### src/rtl/vram_arbiter.sv
// vram_arbiter: shares a single-port tile/video RAM between the VGA pixel-fetch
// path and the game-logic port.
//
// The VGA path has hard priority and is never stalled. The game port uses a
// req/ack handshake and is only granted when VGA is idle. All RAM control
// outputs are registered. Read data returns to its owner at a fixed latency of
// three edges, counting the grant edge.
//
// Ports:
//   clk_i, rst_i              clock, synchronous active-high reset
//   vga_req_i, vga_addr_i     VGA read request/address, sampled every edge
//   vga_rvalid_o, vga_rdata_o VGA read data (rdata holds between pulses)
//   game_req_i .. _wdata_i    game request, held until game_ack_o
//   game_ack_o                one-cycle pulse at the grant edge
//   game_rvalid_o, _rdata_o   game read data (reads only)
//   game_starved_o            game_wait_cnt_o >= STARVE_MAX
//   game_wait_cnt_o           cycles the current game request has waited
//   ram_*_o                   registered RAM controls
//   ram_rdata_i               RAM read data, valid one edge after a read
module vram_arbiter #(
    parameter int unsigned ADDR_W     = 10,
    parameter int unsigned DATA_W     = 8,
    parameter int unsigned CNT_W      = 8,
    parameter int unsigned STARVE_MAX = 255
) (
    input  logic              clk_i,
    input  logic              rst_i,
    input  logic              vga_req_i,
    input  logic [ADDR_W-1:0] vga_addr_i,
    output logic              vga_rvalid_o,
    output logic [DATA_W-1:0] vga_rdata_o,
    input  logic              game_req_i,
    input  logic              game_we_i,
    input  logic [ADDR_W-1:0] game_addr_i,
    input  logic [DATA_W-1:0] game_wdata_i,
    output logic              game_ack_o,
    output logic              game_rvalid_o,
    output logic [DATA_W-1:0] game_rdata_o,
    output logic              game_starved_o,
    output logic [CNT_W-1:0]  game_wait_cnt_o,
    output logic              ram_en_o,
    output logic              ram_we_o,
    output logic [ADDR_W-1:0] ram_addr_o,
    output logic [DATA_W-1:0] ram_wdata_o,
    input  logic [DATA_W-1:0] ram_rdata_i
);

    // A threshold wider than the counter is truncated to the counter width.
    localparam logic [CNT_W-1:0] StarveMax = CNT_W'(STARVE_MAX);
    localparam logic [CNT_W-1:0] CntMax    = '1;

    typedef enum logic [0:0] {StIdle, StHold} state_e;

    state_e state_q, state_d;

    // Slot decode
    logic              vga_slot;
    logic              game_grant;
    logic              slot_en;
    logic              slot_we;
    logic              slot_rd;
    logic [ADDR_W-1:0] slot_addr;

    // Registered state
    logic              ram_en_q, ram_en_d;
    logic              ram_we_q, ram_we_d;
    logic [ADDR_W-1:0] ram_addr_q, ram_addr_d;
    logic [DATA_W-1:0] ram_wdata_q, ram_wdata_d;
    logic              tag1_valid_q, tag1_valid_d;
    logic              tag1_game_q, tag1_game_d;
    logic              tag2_valid_q, tag2_valid_d;
    logic              tag2_game_q, tag2_game_d;
    logic              vga_rvalid_q, vga_rvalid_d;
    logic [DATA_W-1:0] vga_rdata_q, vga_rdata_d;
    logic              game_rvalid_q, game_rvalid_d;
    logic [DATA_W-1:0] game_rdata_q, game_rdata_d;
    logic              game_ack_q, game_ack_d;
    logic [CNT_W-1:0]  wait_cnt_q, wait_cnt_d;

    // ------------------------------------------------------------------
    // FSM: state register
    // ------------------------------------------------------------------
    always_ff @(posedge clk_i) begin : state_reg
        if (rst_i) begin
            state_q <= StIdle;
        end else begin
            state_q <= state_d;
        end
    end

    // ------------------------------------------------------------------
    // FSM: next state. HOLD lasts exactly one edge so a master that drops
    // req on seeing ack is not granted a second time.
    // ------------------------------------------------------------------
    always_comb begin : next_state
        state_d = state_q;
        unique case (state_q)
            StIdle:  if (game_grant) state_d = StHold;
            StHold:  state_d = StIdle;
            default: state_d = StIdle;
        endcase
    end

    // ------------------------------------------------------------------
    // FSM: outputs (slot decode). VGA always wins the slot.
    // ------------------------------------------------------------------
    always_comb begin : slot_decode
        vga_slot   = vga_req_i;
        game_grant = !vga_req_i && game_req_i && (state_q == StIdle);
        slot_en    = vga_slot || game_grant;
        slot_we    = game_grant && game_we_i;
        slot_rd    = vga_slot || (game_grant && !game_we_i);
        slot_addr  = vga_slot ? vga_addr_i : game_addr_i;
    end

    // ------------------------------------------------------------------
    // Datapath next state
    // ------------------------------------------------------------------
    always_comb begin : datapath_next
        ram_en_d    = slot_en;
        ram_we_d    = slot_we;
        ram_addr_d  = slot_en ? slot_addr : ram_addr_q;
        ram_wdata_d = slot_en ? game_wdata_i : ram_wdata_q;

        // Tag pipeline: stage 1 follows the RAM command, stage 2 lines up with
        // the edge at which the RAM has produced the read data.
        tag1_valid_d = slot_rd;
        tag1_game_d  = game_grant;
        tag2_valid_d = tag1_valid_q;
        tag2_game_d  = tag1_game_q;

        vga_rvalid_d  = tag2_valid_q && !tag2_game_q;
        game_rvalid_d = tag2_valid_q && tag2_game_q;
        vga_rdata_d   = vga_rvalid_d ? ram_rdata_i : vga_rdata_q;
        game_rdata_d  = game_rvalid_d ? ram_rdata_i : game_rdata_q;

        game_ack_d = game_grant;

        if (!game_req_i || game_grant) begin
            wait_cnt_d = '0;
        end else if (wait_cnt_q != CntMax) begin
            wait_cnt_d = wait_cnt_q + CNT_W'(1);
        end else begin
            wait_cnt_d = wait_cnt_q;
        end
    end

    always_ff @(posedge clk_i) begin : datapath_reg
        if (rst_i) begin
            ram_en_q      <= 1'b0;
            ram_we_q      <= 1'b0;
            ram_addr_q    <= '0;
            ram_wdata_q   <= '0;
            tag1_valid_q  <= 1'b0;
            tag1_game_q   <= 1'b0;
            tag2_valid_q  <= 1'b0;
            tag2_game_q   <= 1'b0;
            vga_rvalid_q  <= 1'b0;
            vga_rdata_q   <= '0;
            game_rvalid_q <= 1'b0;
            game_rdata_q  <= '0;
            game_ack_q    <= 1'b0;
            wait_cnt_q    <= '0;
        end else begin
            ram_en_q      <= ram_en_d;
            ram_we_q      <= ram_we_d;
            ram_addr_q    <= ram_addr_d;
            ram_wdata_q   <= ram_wdata_d;
            tag1_valid_q  <= tag1_valid_d;
            tag1_game_q   <= tag1_game_d;
            tag2_valid_q  <= tag2_valid_d;
            tag2_game_q   <= tag2_game_d;
            vga_rvalid_q  <= vga_rvalid_d;
            vga_rdata_q   <= vga_rdata_d;
            game_rvalid_q <= game_rvalid_d;
            game_rdata_q  <= game_rdata_d;
            game_ack_q    <= game_ack_d;
            wait_cnt_q    <= wait_cnt_d;
        end
    end

    assign ram_en_o        = ram_en_q;
    assign ram_we_o        = ram_we_q;
    assign ram_addr_o      = ram_addr_q;
    assign ram_wdata_o     = ram_wdata_q;
    assign vga_rvalid_o    = vga_rvalid_q;
    assign vga_rdata_o     = vga_rdata_q;
    assign game_rvalid_o   = game_rvalid_q;
    assign game_rdata_o    = game_rdata_q;
    assign game_ack_o      = game_ack_q;
    assign game_wait_cnt_o = wait_cnt_q;
    assign game_starved_o  = (wait_cnt_q >= StarveMax);

endmodule
### config.mk
export PLATFORM = sky130hd
export DESIGN_NAME = vram_arbiter
export DESIGN_NICKNAME = d
export VERILOG_FILES = /design/src/rtl/vram_arbiter.sv
export SDC_FILE = /design/constraint.sdc
export NUM_CORES = 1
export LEC_CHECK = 0
export ABC_CLOCK_PERIOD_IN_PS = 1560
export BUFFER_PORTS_ARGS = -buffer_cell sky130_fd_sc_hd__buf_2
export CORE_MARGIN = 2
export CORE_UTILIZATION = 46
export DETAILED_ROUTE_END_ITERATION = 10
export PLACE_DENSITY = 0.81
export SETUP_SLACK_MARGIN = 0.02
export SLEW_MARGIN = 40
export SYNTH_ARGS = -nofsm -noshare
export SYNTH_HDL_FRONTEND = slang
export SYNTH_SLANG_ARGS = --single-unit
### constraint.sdc
create_clock -name clk_i -period 1.56 [get_ports clk_i]
set_clock_uncertainty 0.1 [all_clocks]
set_input_delay 0.312 -clock clk_i [delete_from_list [all_inputs] [get_ports clk_i]]
set_output_delay 0.312 -clock clk_i [all_outputs]
set_load 0.1 [all_outputs]
Yosys cells after proc, flatten, opt, wreduce, memory -nomap -nowiden:

Cells that the tools add are included.

* bitwise gates (word level): 1
* eq/ne operators: 1
* muxes and demuxes: 3
* magnitude comparators: 1
* reductions and logical operators: 14
* $add $sub $neg: 1

Operator list (count)
* two-way mux 10 bit: 1
* adder 8 x 1 -> 8 bit (second input constant): 1
* >= comparator 8 bit (second input constant): 1
* != test 8 bit (second input constant): 1
* logical AND 1 bit: 6
* zero test 1 bit: 4
* logical OR 1 bit: 3
* case mux 1 bit (2 select lines): 1
* OR reduction 2 bit: 1
* two-way mux 1 bit: 1
* NOT 1 bit: 1

* input bits: 41
* word-level logic and storage cells: 35
* output and inout bits: 48
* register bits: 51

Depth between registers and ports, before layout:

Gate-level depths: netlist of the first run.

* word-level depth: 5
* mapped depth: 5
* gate-level depth less buffers: 4

Worst setup path before layout of the first run:

No wires, ideal clock.

* path type: register to output
* from: register wait_cnt_q[0], in the netlist game_wait_cnt_o[0]
* to: output game_starved_o
* stages on the path, launching flop included: 4
* arrival: 2.918 ns
* setup slack: -1.770 ns
* buffers on the path: 0
* cells stage by stage: dfxtp_1 ha_1 nand3_1 nor2_1

* cells in the longest elaborated chain, start to end: 1

Ends and longest elaborated chain
* from (decl): line 78 `logic [CNT_W-1:0] wait_cnt_q, wait_cnt_d;`
* from (signal assigned): line 178 `wait_cnt_q <= wait_cnt_d;`
* >= comparator 8 bit: line 192 `assign game_starved_o = (wait_cnt_q >= StarveMax);`
* to (decl): line 39 `output logic game_starved_o,`

No other way between the ends.

Worst setup path after layout of the first run:

Same ends and word-level chain as after synthesis.

==> results of run 1 <==
-- layer usage --
metal  up-vias  track usage, %  routed length (um)  share of wire [%]
li1        981               -                   -                  -
met1       876            24.4                2110                 44
met2        72            34.8                2370                 49
met3         5            4.76                 316                6.5
met4         0            6.84                  35               0.72
met5         -               0                   0                  0
-- flip-flops by register name, indices dropped and copies added, names as in the netlist, 8 cells and up --
signal,cells
game_rdata_o,8
ram_addr_o,10
game_wait_cnt_o,8
ram_wdata_o,8
vga_rdata_o,8
-- layout make-up --
cell class / count / area, um2 / share of cell area [%]
inverters: 12 / 45.0 / 1.67
repair buffers: 100 / 561 / 20.7
well taps: 50 / 62.6 / 2.31
multi-input cells: 151 / 895 / 33.1
flip-flops and latches: 51 / 1050 / 38.9
clock inverters: 1 / 5.00 / 0.185
clock buffers: 7 / 86.3 / 3.19
-- logic make-up after synthesis --
logic type | synth area share (%)
simple gates | 18.1
buf+inv | 6.06
fa+ha+maj | 0.625
flops | 51.0
compound gates | 18.6
mux | 5.63
-- cells in the final DEF, fill, tap and decap left out --
cell      count
a211oi_1     12
a21boi_0      1
a21oi_1      38
a31oi_1       2
and2_1        1
and3_1        1
and4_1        1
buf_12        1
buf_2        81
buf_4        15
clkbuf_1      1
clkbuf_4      3
clkbuf_8      6
clkinv_1      1
clkinv_2      1
dfxtp_1      43
dfxtp_4       8
ha_4          1
inv_1        11
mux2_2       10
nand2_1      26
nand2b_1      2
nand3_1      18
nand3_4       1
nand4_1       2
nor2_1        5
nor2_4        1
nor2b_1       3
nor2b_2       2
nor3_1        7
nor3b_1       3
nor4b_1       1
o21ai_0      10
o21ai_1       1
o21bai_1      1
o32a_1        1
-- worst register-to-register path: stages (launching register included) --
cell,delay [ns]
dfxtp_4,0.37
buf_4,0.13
nand4_1,0.20
nor4b_1,0.36
nor3b_1,0.09
-- report_power, final --
group          switching, mW  internal, mW
Sequential            0.0309          1.34
Clock                  0.408         0.358
Combinational          0.500         0.144
Total                  0.939          1.85
-- repair_timing --
action / 4_1_cts / 5_1_grt
hold endpoints to repair: 0 / 0
pin swaps: 4 / 0
setup buffers: 5 / 0
endpoints found under the setup margin: 2 / 9
resized for setup: 3 / 4
-- worst min-delay path by stage --
stage,slack (ns),endpoint,from,cells past startpoint
floorplan,0.31,tag2_valid_q$_SDFF_PP0_,tag1_valid_q$_SDFF_PP0_,1
global placement,0.33,tag2_valid_q$_SDFF_PP0_,tag1_valid_q$_SDFF_PP0_,1
detailed placement,0.34,tag2_valid_q$_SDFF_PP0_,tag1_valid_q$_SDFF_PP0_,1
CTS,0.1,tag1_valid_q$_SDFF_PP0_,game_we_i,2
global route,0.11,tag1_valid_q$_SDFF_PP0_,game_we_i,2
finish,0.10,tag1_valid_q$_SDFF_PP0_,game_we_i,2
==> flow_summary.yaml, run 1 <==
cts:
  htree_levels: 2
  numCtsBuffers: 5
  clock_latency_ns: 0.30
  cts-root-buf: "clkbuf_8"
  cts.sinks: 51
  clkTransAtPathRegs_ns: 0.08
  cts_tree: "done"
  cts_buffer_depth: 2
  cts_hold_buf: 0
sta:
  min_period_over_period_pct: 104
  whs_ns: 0.104
  worstMarginPinSlew_ns: 0.494
  setup_slack_ns: -0.0582
  final_hold_viol_count: 0
  fin_crit_ns: 1.62
  fin_setup_tns_ns: -0.0582
  slew_violations: 0
  rsz0062_at_grt: "true"
  timing.slew.headroom_pct: 67.3
  fmax_mhz: 618
  finalSetupViolations: 1
synth:
  yosys.cell_count.top_type: "dfxtp_1"
  seq_area_frac_synth_pct: 51.0
  syn-num-nets: 270
  synthTopCellsByCount: "dfxtp_1, a21oi_1, nand2_1"
  synthTopCellsByArea: "dfxtp_1, a21oi_1, mux2_2"
  synth_edf_count: 0
  netlist_area_um2: 2000
  avgSynthCellArea_um2: 8.78
  yosys.area.top_type: "dfxtp_1"
  synth_top_area_share_pct: 51.0
  yosysWarnings: 0
  synth-async-reset-ratio_pct: 0
  synth-seq-cells: 51
  synthCells: 228
  synth.distinct_cells: 31
  synthFlopType: "dfxtp_1"
worst_setup_path:
  crit_slowest_cell: "dfxtp_4"
  r2r_setup_slack_ns: 0.20
  cp.required_ns: 1.15
  worstPathCellList: "ha_4 -> nand3_4 -> nor2_4 -> buf_12"
  crit_arrival_ns: 1.21
  start_kind: "flip-flop"
  cp_slowest_stage_delay_ns: 0.37
  endpoint: "game_starved_o"
  crit_buf_inv: 1
  r2r_cells: 4
  cp_num_cells: 4
  crit_path_end_kind: "output pin"
  worstPathMaxFanout: 2
  worstReg2RegEnd: "game_wait_cnt_o[7]$_SDFFE_PP0N_"
  critical-path-top-delay-family: "flip-flops"
  crit_type: "reg2out"
  startpoint: "game_wait_cnt_o[0]$_SDFFE_PP0N_"
  r2r_start: "game_wait_cnt_o[1]$_SDFFE_PP0N_"
placed_design:
  hpwlAfterDp_um: 3290
  gp_congestion: 0.762
  dp_cells: 359
  pre_cts_ws_ns: 0.0430
  io_buffers: 88
  dpl_cell_area_um2: 2560
floorplan:
  die_h_um: 70.0
  fp-row-count: 23
  design.core.area_um2: 4090
  die-area_um2: 4900
  start_util_pct: 49.0
  pin_count: 89
  die_width_um: 70.0
final_layout:
  diodes: 0
  fin_area_um2: 2710
  areaGrowthSynthToFinish_pct: 35.1
  fin_cells: 372
  n_fill_cell: 339
  fin_util_pct: 66.2
  drive_gt1_share_pct: 40.4
  finalNetCount: 363
job:
  drv_cap: 0
global_route:
  grt_max_degree: 41
  grt_util_all_layers_pct: 20.1
  grt_pass1_vias: 1838
  antenna_found_initial: 0
  grt-ovfl-total: 0
  grt_pass1_wl_um: 8250
routing:
  drt-wirelength-per-cell_um: 13.0
  vias_per_cell: 5.20
  drt_iter0_drc: 79
  wirelength_um: 4830
  drt.antenna.violating_nets: 0
  first_pass_iters: 4
  drc_errors: 0
  vias: 1934
hold_path:
  hold_path_class: "in2reg"
run_status:
  violations: "setup timing"
  status: "complete, but fails checks"
power:
  p_per_area_nw_per_um2: 1030
  ir_drop_uv: 627
  finalPower_mw: 2.79
  leakage_nw: 1.17
Note: power is estimated with default switching activity, not from simulation.
==> run 2: changes to the inputs <==
- ABC_AREA: default -> 1
==> run 2 against run 1 <==
The run still ends with setup timing left. Via count shrank 1.7%. Clock power barely moved. Global-route usage fell by 0.91 points. Worst setup slack got worse by 0.029 ns. Power rose by 2.8%. Critical path depth grew 1. Wire length decreased by 8.9%. Sequential power about the same. Core utilization grew 1.6 points. Non-clock buffer count increased by 5.
==> flow_summary.yaml, run 2 <==
run_status:
  status: "complete, but fails checks"
  violations: "setup timing"
worst_setup_path:
  cp.required_ns: 1.15
  r2r_cells: 9
  crit_type: "reg2out"
  worstPathMaxFanout: 4
  worstReg2RegEnd: "game_wait_cnt_o[1]$_SDFFE_PP0N_"
  r2r_setup_slack_ns: 0.10
  start_kind: "flip-flop"
  crit_arrival_ns: 1.24
  crit_path_end_kind: "output pin"
  r2r_start: "game_wait_cnt_o[4]$_SDFFE_PP0N_"
power:
  finalPower_mw: 2.86
  clock_power_share_pct: 26.8
  ir_drop_uv: 569
  p_seq_share_pct: 48.3
  leakage_nw: 1.50
  p_sw_share_pct: 36.3
  switching_power_mw: 1.04
  p_comb_share_pct: 24.8
  p_int_mw: 1.82
  p_per_area_nw_per_um2: 1030
sta:
  final_hold_viol_count: 0
  min_period_over_period_pct: 106
  slew_violations: 0
  fin_crit_ns: 1.65
  timing.slew.headroom_pct: 66.6
  finalSetupViolations: 1
  worstMarginPinSlew_ns: 0.504
  fmax_mhz: 607
  setup_slack_ns: -0.0876
  rsz0062_at_grt: "true"
  whs_ns: 0.133
routing:
  drt-wirelength-per-cell_um: 10.9
  drt.antenna.violating_nets: 0
  wirelength_um: 4400
  drc_errors: 0
  vias: 1902
  drt_iter0_drc: 151
  vias_per_cell: 4.71
  first_pass_iters: 4
hold_path:
  hold_path_class: "in2reg"
  hold_depth: 3
  hold_end: "ram_wdata_o[4]$_SDFFE_PP0P_"
  holdCritStartpoint: "game_wdata_i[4]"
synth:
  synth.distinct_cells: 25
  synth_top_area_share_pct: 51.0
  yosys.cell_count.top_type: "nor2_1"
  yosys.area.top_type: "dfxtp_1"
  seq_area_frac_synth_pct: 51.0
  synthCells: 250
  avgSynthCellArea_um2: 8.01
  synthTopCellsByCount: "nor2_1, dfxtp_1, nand2_1"
  netlist_area_um2: 2000
  synth-async-reset-ratio_pct: 0
  synthTopCellsByArea: "dfxtp_1, nor2_1, nand2_1"
  yosysWarnings: 0
  synth-seq-cells: 51
  synthFlopType: "dfxtp_1"
  synth_edf_count: 0
  syn-num-nets: 292
final_layout:
  finalNetCount: 395
  diodes: 0
  drive_gt1_share_pct: 39.3
  fin_cells: 404
  final_common_cell: "buf_2"
  mostFrequentLayoutCells: "buf_2, nor2_1, dfxtp_1"
  largest_register_ffs: 10
  areaGrowthSynthToFinish_pct: 38.3
floorplan:
  start_util_pct: 49.0
  fp-row-count: 23
  die_h_um: 70.0
  pin_count: 89
  die-area_um2: 4900
  design.core.area_um2: 4090
  die_width_um: 70.0
global_route:
  grt_util_all_layers_pct: 19.2
  antenna_found_initial: 0
  grt-ovfl-total: 0
  grt_pass1_wl_um: 7710
  grt_max_degree: 21
  grt_pass1_vias: 1765
job:
  drv_cap: 0
cts:
  cts_buffer_depth: 2
  numCtsBuffers: 5
  cts_tree: "done"
  cts_hold_buf: 0
  cts-root-buf: "clkbuf_8"
  clock_latency_ns: 0.30
  htree_levels: 2
  cts.sinks: 51
  clkTransAtPathRegs_ns: 0.09
placed_design:
  hpwlAfterDp_um: 3340
  gp_congestion: 0.817
  dp_cells: 386
  io_buffers: 88
run 2: changes by cell type after synthesis, sizes merged, moves of 6 or more:
cell,previous run,this run
mux2,10,0
o21ai,11,27
nor2,6,65
a211oi,12,0
nor3,7,1
nand2,26,39
inv,11,22
a21oi,38,2
o211a,0,10
run 2: timing repair:
item / in CTS / in global routing
gates resized for setup: 3 / 9
endpoints found under the setup margin: 5 / 12
pin swaps: 3 / 0
setup buffers: 9 / 1
run 2: final cells by class:
class / count / area [um2]
multi-input cells: 168 / 857
flip-flops and latches: 51 / 1050
inverters: 22 / 95.1
clock buffers: 5 / 68.8
fillers: 358 / 1320
clock inverters: 3 / 25.0
repair buffers: 105 / 613
well taps: 50 / 62.6
run 2: routing by layer:
layer  vias to the layer above  share of wire (%)  global-route usage, %
li1                       1012                  -                      -
met4                         0                1.0                   6.41
met1                       820                 46                   23.7
met2                        65                 46                   31.4
met5                         -                  0                      0
met3                         5                7.5                   6.35
run 2: cell families after synthesis:
| family | count (synthesis) | synth area share, % |
|---|---|---|
| and+or+nand+nor | 125 | 28.0 |
| DFF | 51 | 51.0 |
| adders and majority gates | 1 | 0.625 |
| AOI/OAI and AO/OA | 42 | 13.2 |
| buffers and inverters | 31 | 7.12 |
run 2: how the worst max path moves through the flow:
| stage | startpoint | to | slack [ns] | cells after the start |
|---|---|---|---|---|
| 2_1_floorplan | game_wait_cnt_o[1]$_SDFFE_PP0N_ | game_starved_o | -0.04 | 5 |
| 4_1_cts | game_wait_cnt_o[0]$_SDFFE_PP0N_ | game_starved_o | -0.10 | 6 |
| 3_3_place_gp | game_wait_cnt_o[1]$_SDFFE_PP0N_ | game_starved_o | 0.20 | 6 |
| 5_1_grt | game_wait_cnt_o[0]$_SDFFE_PP0N_ | game_starved_o | -0.16 | 6 |
| 6_report | game_wait_cnt_o[4]$_SDFFE_PP0N_ | game_starved_o | -0.09 | 5 |
| 3_5_place_dp | game_wait_cnt_o[1]$_SDFFE_PP0N_ | game_starved_o | 0.17 | 6 |
run 2: power groups by stage:
stage	registers [mW]	logic [mW]	clock network, mW
after CTS	1.38	0.711	0.796
after global placement	1.41	0.700	0
after floorplan	1.83	0.146	0
final	1.38	0.712	0.768
after detailed placement	1.42	0.704	0
after global routing	1.39	0.754	0.851
run 2: stage by stage:
stage / setup slack (ns) / utilization (%) / setup TNS [ns] / area [um2]
final: -0.0876 / 67.8 / -0.0876 / 2770
after global routing: -0.161 / 67.8 / -0.167 / 2770
after CTS: -0.101 / 67.1 / -0.101 / 2740
after detailed placement: 0.173 / 62.9 / 0 / 2570
after global placement: 0.196 / 62.9 / 0 / 2570
after floorplan: -0.0354 / - / -0.0354 / 2060
run 2: critical path, cell delays in order (launching register included):
cell	delay [ns]
dfxtp_4	0.38
nand2_4	0.08
nor2_8	0.13
nand3_4	0.11
inv_8	0.07
buf_12	0.16
==> run 3: changes to the inputs <==
- PLACE_DENSITY: 0.81 -> default
- PLACE_DENSITY_LB_ADDON: default -> 0.3
==> run 3 against run 2 <==
The flow still finishes with violations (setup timing). Flip-flop and latch count did not move. Fmax fell by 1.4%. Die area is the same. Critical path type unchanged. Critical endpoint unchanged.
==> flow_summary.yaml, run 3 (synthesis gave the netlist of run 2 again) <==
placed_design:
  dp_cells: 384
  gp_congestion: 0.847
  io_buffers: 88
  pre_cts_ws_ns: 0.164
  hpwlAfterDp_um: 3330
power:
  leakage_nw: 1.49
  p_per_area_nw_per_um2: 1100
  ir_drop_uv: 711
global_route:
  grt_max_degree: 35
  grt_pass1_vias: 1789
  grt_util_all_layers_pct: 19.1
  antenna_found_initial: 0
  grt_pass1_wl_um: 7660
  grt-ovfl-total: 0
routing:
  vias_per_cell: 4.79
  drc_errors: 0
  vias: 1895
  drt-wirelength-per-cell_um: 11.1
  wirelength_um: 4380
  first_pass_iters: 4
  drt_iter0_drc: 85
  drt.antenna.violating_nets: 0
cts:
  cts-root-buf: "clkbuf_8"
  htree_levels: 2
  cts_hold_buf: 0
  cts_tree: "done"
  clock_latency_ns: 0.30
  cts_buffer_depth: 2
  cts.sinks: 51
  clkTransAtPathRegs_ns: 0.09
  numCtsBuffers: 5
job:
  drv_cap: 0
worst_setup_path:
  r2r_cells: 7
  r2r_start: "game_wait_cnt_o[1]$_SDFFE_PP0N_"
  critical-path-top-delay-family: "flip-flops"
  crit_path_end_kind: "output pin"
  cp.required_ns: 1.15
  cp_slowest_stage_delay_ns: 0.37
  crit_arrival_ns: 1.26
  worstReg2RegEnd: "game_wait_cnt_o[0]$_SDFFE_PP0N_"
  worstPathCellList: "ha_4 -> nand2_4 -> inv_4 -> nand3_4 -> inv_8 -> buf_12"
  r2r_setup_slack_ns: 0.30
  crit_slowest_cell: "dfxtp_4"
  crit_type: "reg2out"
  start_kind: "flip-flop"
  worstPathMaxFanout: 3
  crit_buf_inv: 3
run_status:
  status: "complete, but fails checks"
  violations: "setup timing"
hold_path:
  hold_end: "ram_wdata_o[2]$_SDFFE_PP0P_"
  hold_path_class: "in2reg"
  hold_depth: 3
  holdCritStartpoint: "game_wdata_i[2]"
final_layout:
  n_fill_cell: 382
  regArea_um2: 1050
  multi_input_area_um2: 857
  finalNetCount: 387
  fin_util_pct: 66.9
  final_common_cell: "buf_2"
  drive_gt1_share_pct: 37.9
  mostFrequentLayoutCells: "buf_2, nor2_1, dfxtp_1"
  fin_cells: 396
  areaGrowthSynthToFinish_pct: 36.5
  diodes: 0
  largest_register_ffs: 10
sta:
  final_hold_viol_count: 0
  worstMarginPinSlew_ns: 0.505
  setup_slack_ns: -0.110
  finalSetupViolations: 1
  slew_violations: 0
  fin_setup_tns_ns: -0.110
  rsz0062_at_grt: "true"
  fin_crit_ns: 1.67
  timing.slew.headroom_pct: 66.6
  min_period_over_period_pct: 107
  whs_ns: 0.134
  fmax_mhz: 599
floorplan:
  die_h_um: 70.0
  design.core.area_um2: 4090
  die-area_um2: 4900
  start_util_pct: 49.0
  pin_count: 89
  die_width_um: 70.0
  fp-row-count: 23
-- run 3: how the worst max path moves through the flow --
stage | from | end | slack, ns | depth (start not counted)
floorplan | game_wait_cnt_o[1]$_SDFFE_PP0N_ | game_starved_o | -0.04 | 5
global placement | vga_req_i | game_wait_cnt_o[2]$_SDFFE_PP0N_ | 0.16 | 7
detailed placement | game_wait_cnt_o[1]$_SDFFE_PP0N_ | game_starved_o | 0.16 | 6
CTS | game_wait_cnt_o[1]$_SDFFE_PP0N_ | game_starved_o | -0.14 | 6
global route | game_wait_cnt_o[1]$_SDFFE_PP0N_ | game_starved_o | -0.16 | 6
finish | game_wait_cnt_o[1]$_SDFFE_PP0N_ | game_starved_o | -0.11 | 6
-- run 3: metrics by stage --
step	area [um2]	total power [mW]
2_1_floorplan	2060	1.98
3_3_place_gp	2570	2.11
3_5_place_dp	2570	2.12
4_1_cts	2710	3.06
5_1_grt	2730	3.15
6_report	2730	3.02
-- run 3: tightest hold or removal path, cell delays in order --
cell	delay (ns)
buf_2	0.07
nor2_1	0.03
nor2_1	0.08
-- run 3: timing repair --
| item | 4_1_cts | 5_1_grt |
|---|---|---|
| gates resized for setup | 2 | 6 |
| pin swaps | 3 | 1 |
| endpoints found under the setup margin | 5 | 7 |
| setup buffers | 2 | 2 |
-- run 3: area by class of cell --
cell class,instances,share of cell area [%]
Clock inverter,2,1.28
Sequential cell,51,38.4
Multi-Input combinational cell,168,31.4
Tap cell,50,2.29
Inverter,22,3.48
Clock buffer,6,3.02
Timing Repair Buffer,97,20.2
-- run 3: report_power, final --
part | internal [mW] | switching (mW)
Combinational | 0.146 | 0.562
Clock | 0.519 | 0.409
Sequential | 1.35 | 0.0309
-- run 3: metal layers --
metal	wire length [um]	global-route usage, %	part of all wire, %
met4	71	5.98	1.6
met2	2050	33.1	47
met5	0	0	0
met1	1930	22.6	44
met3	329	5.92	7.5
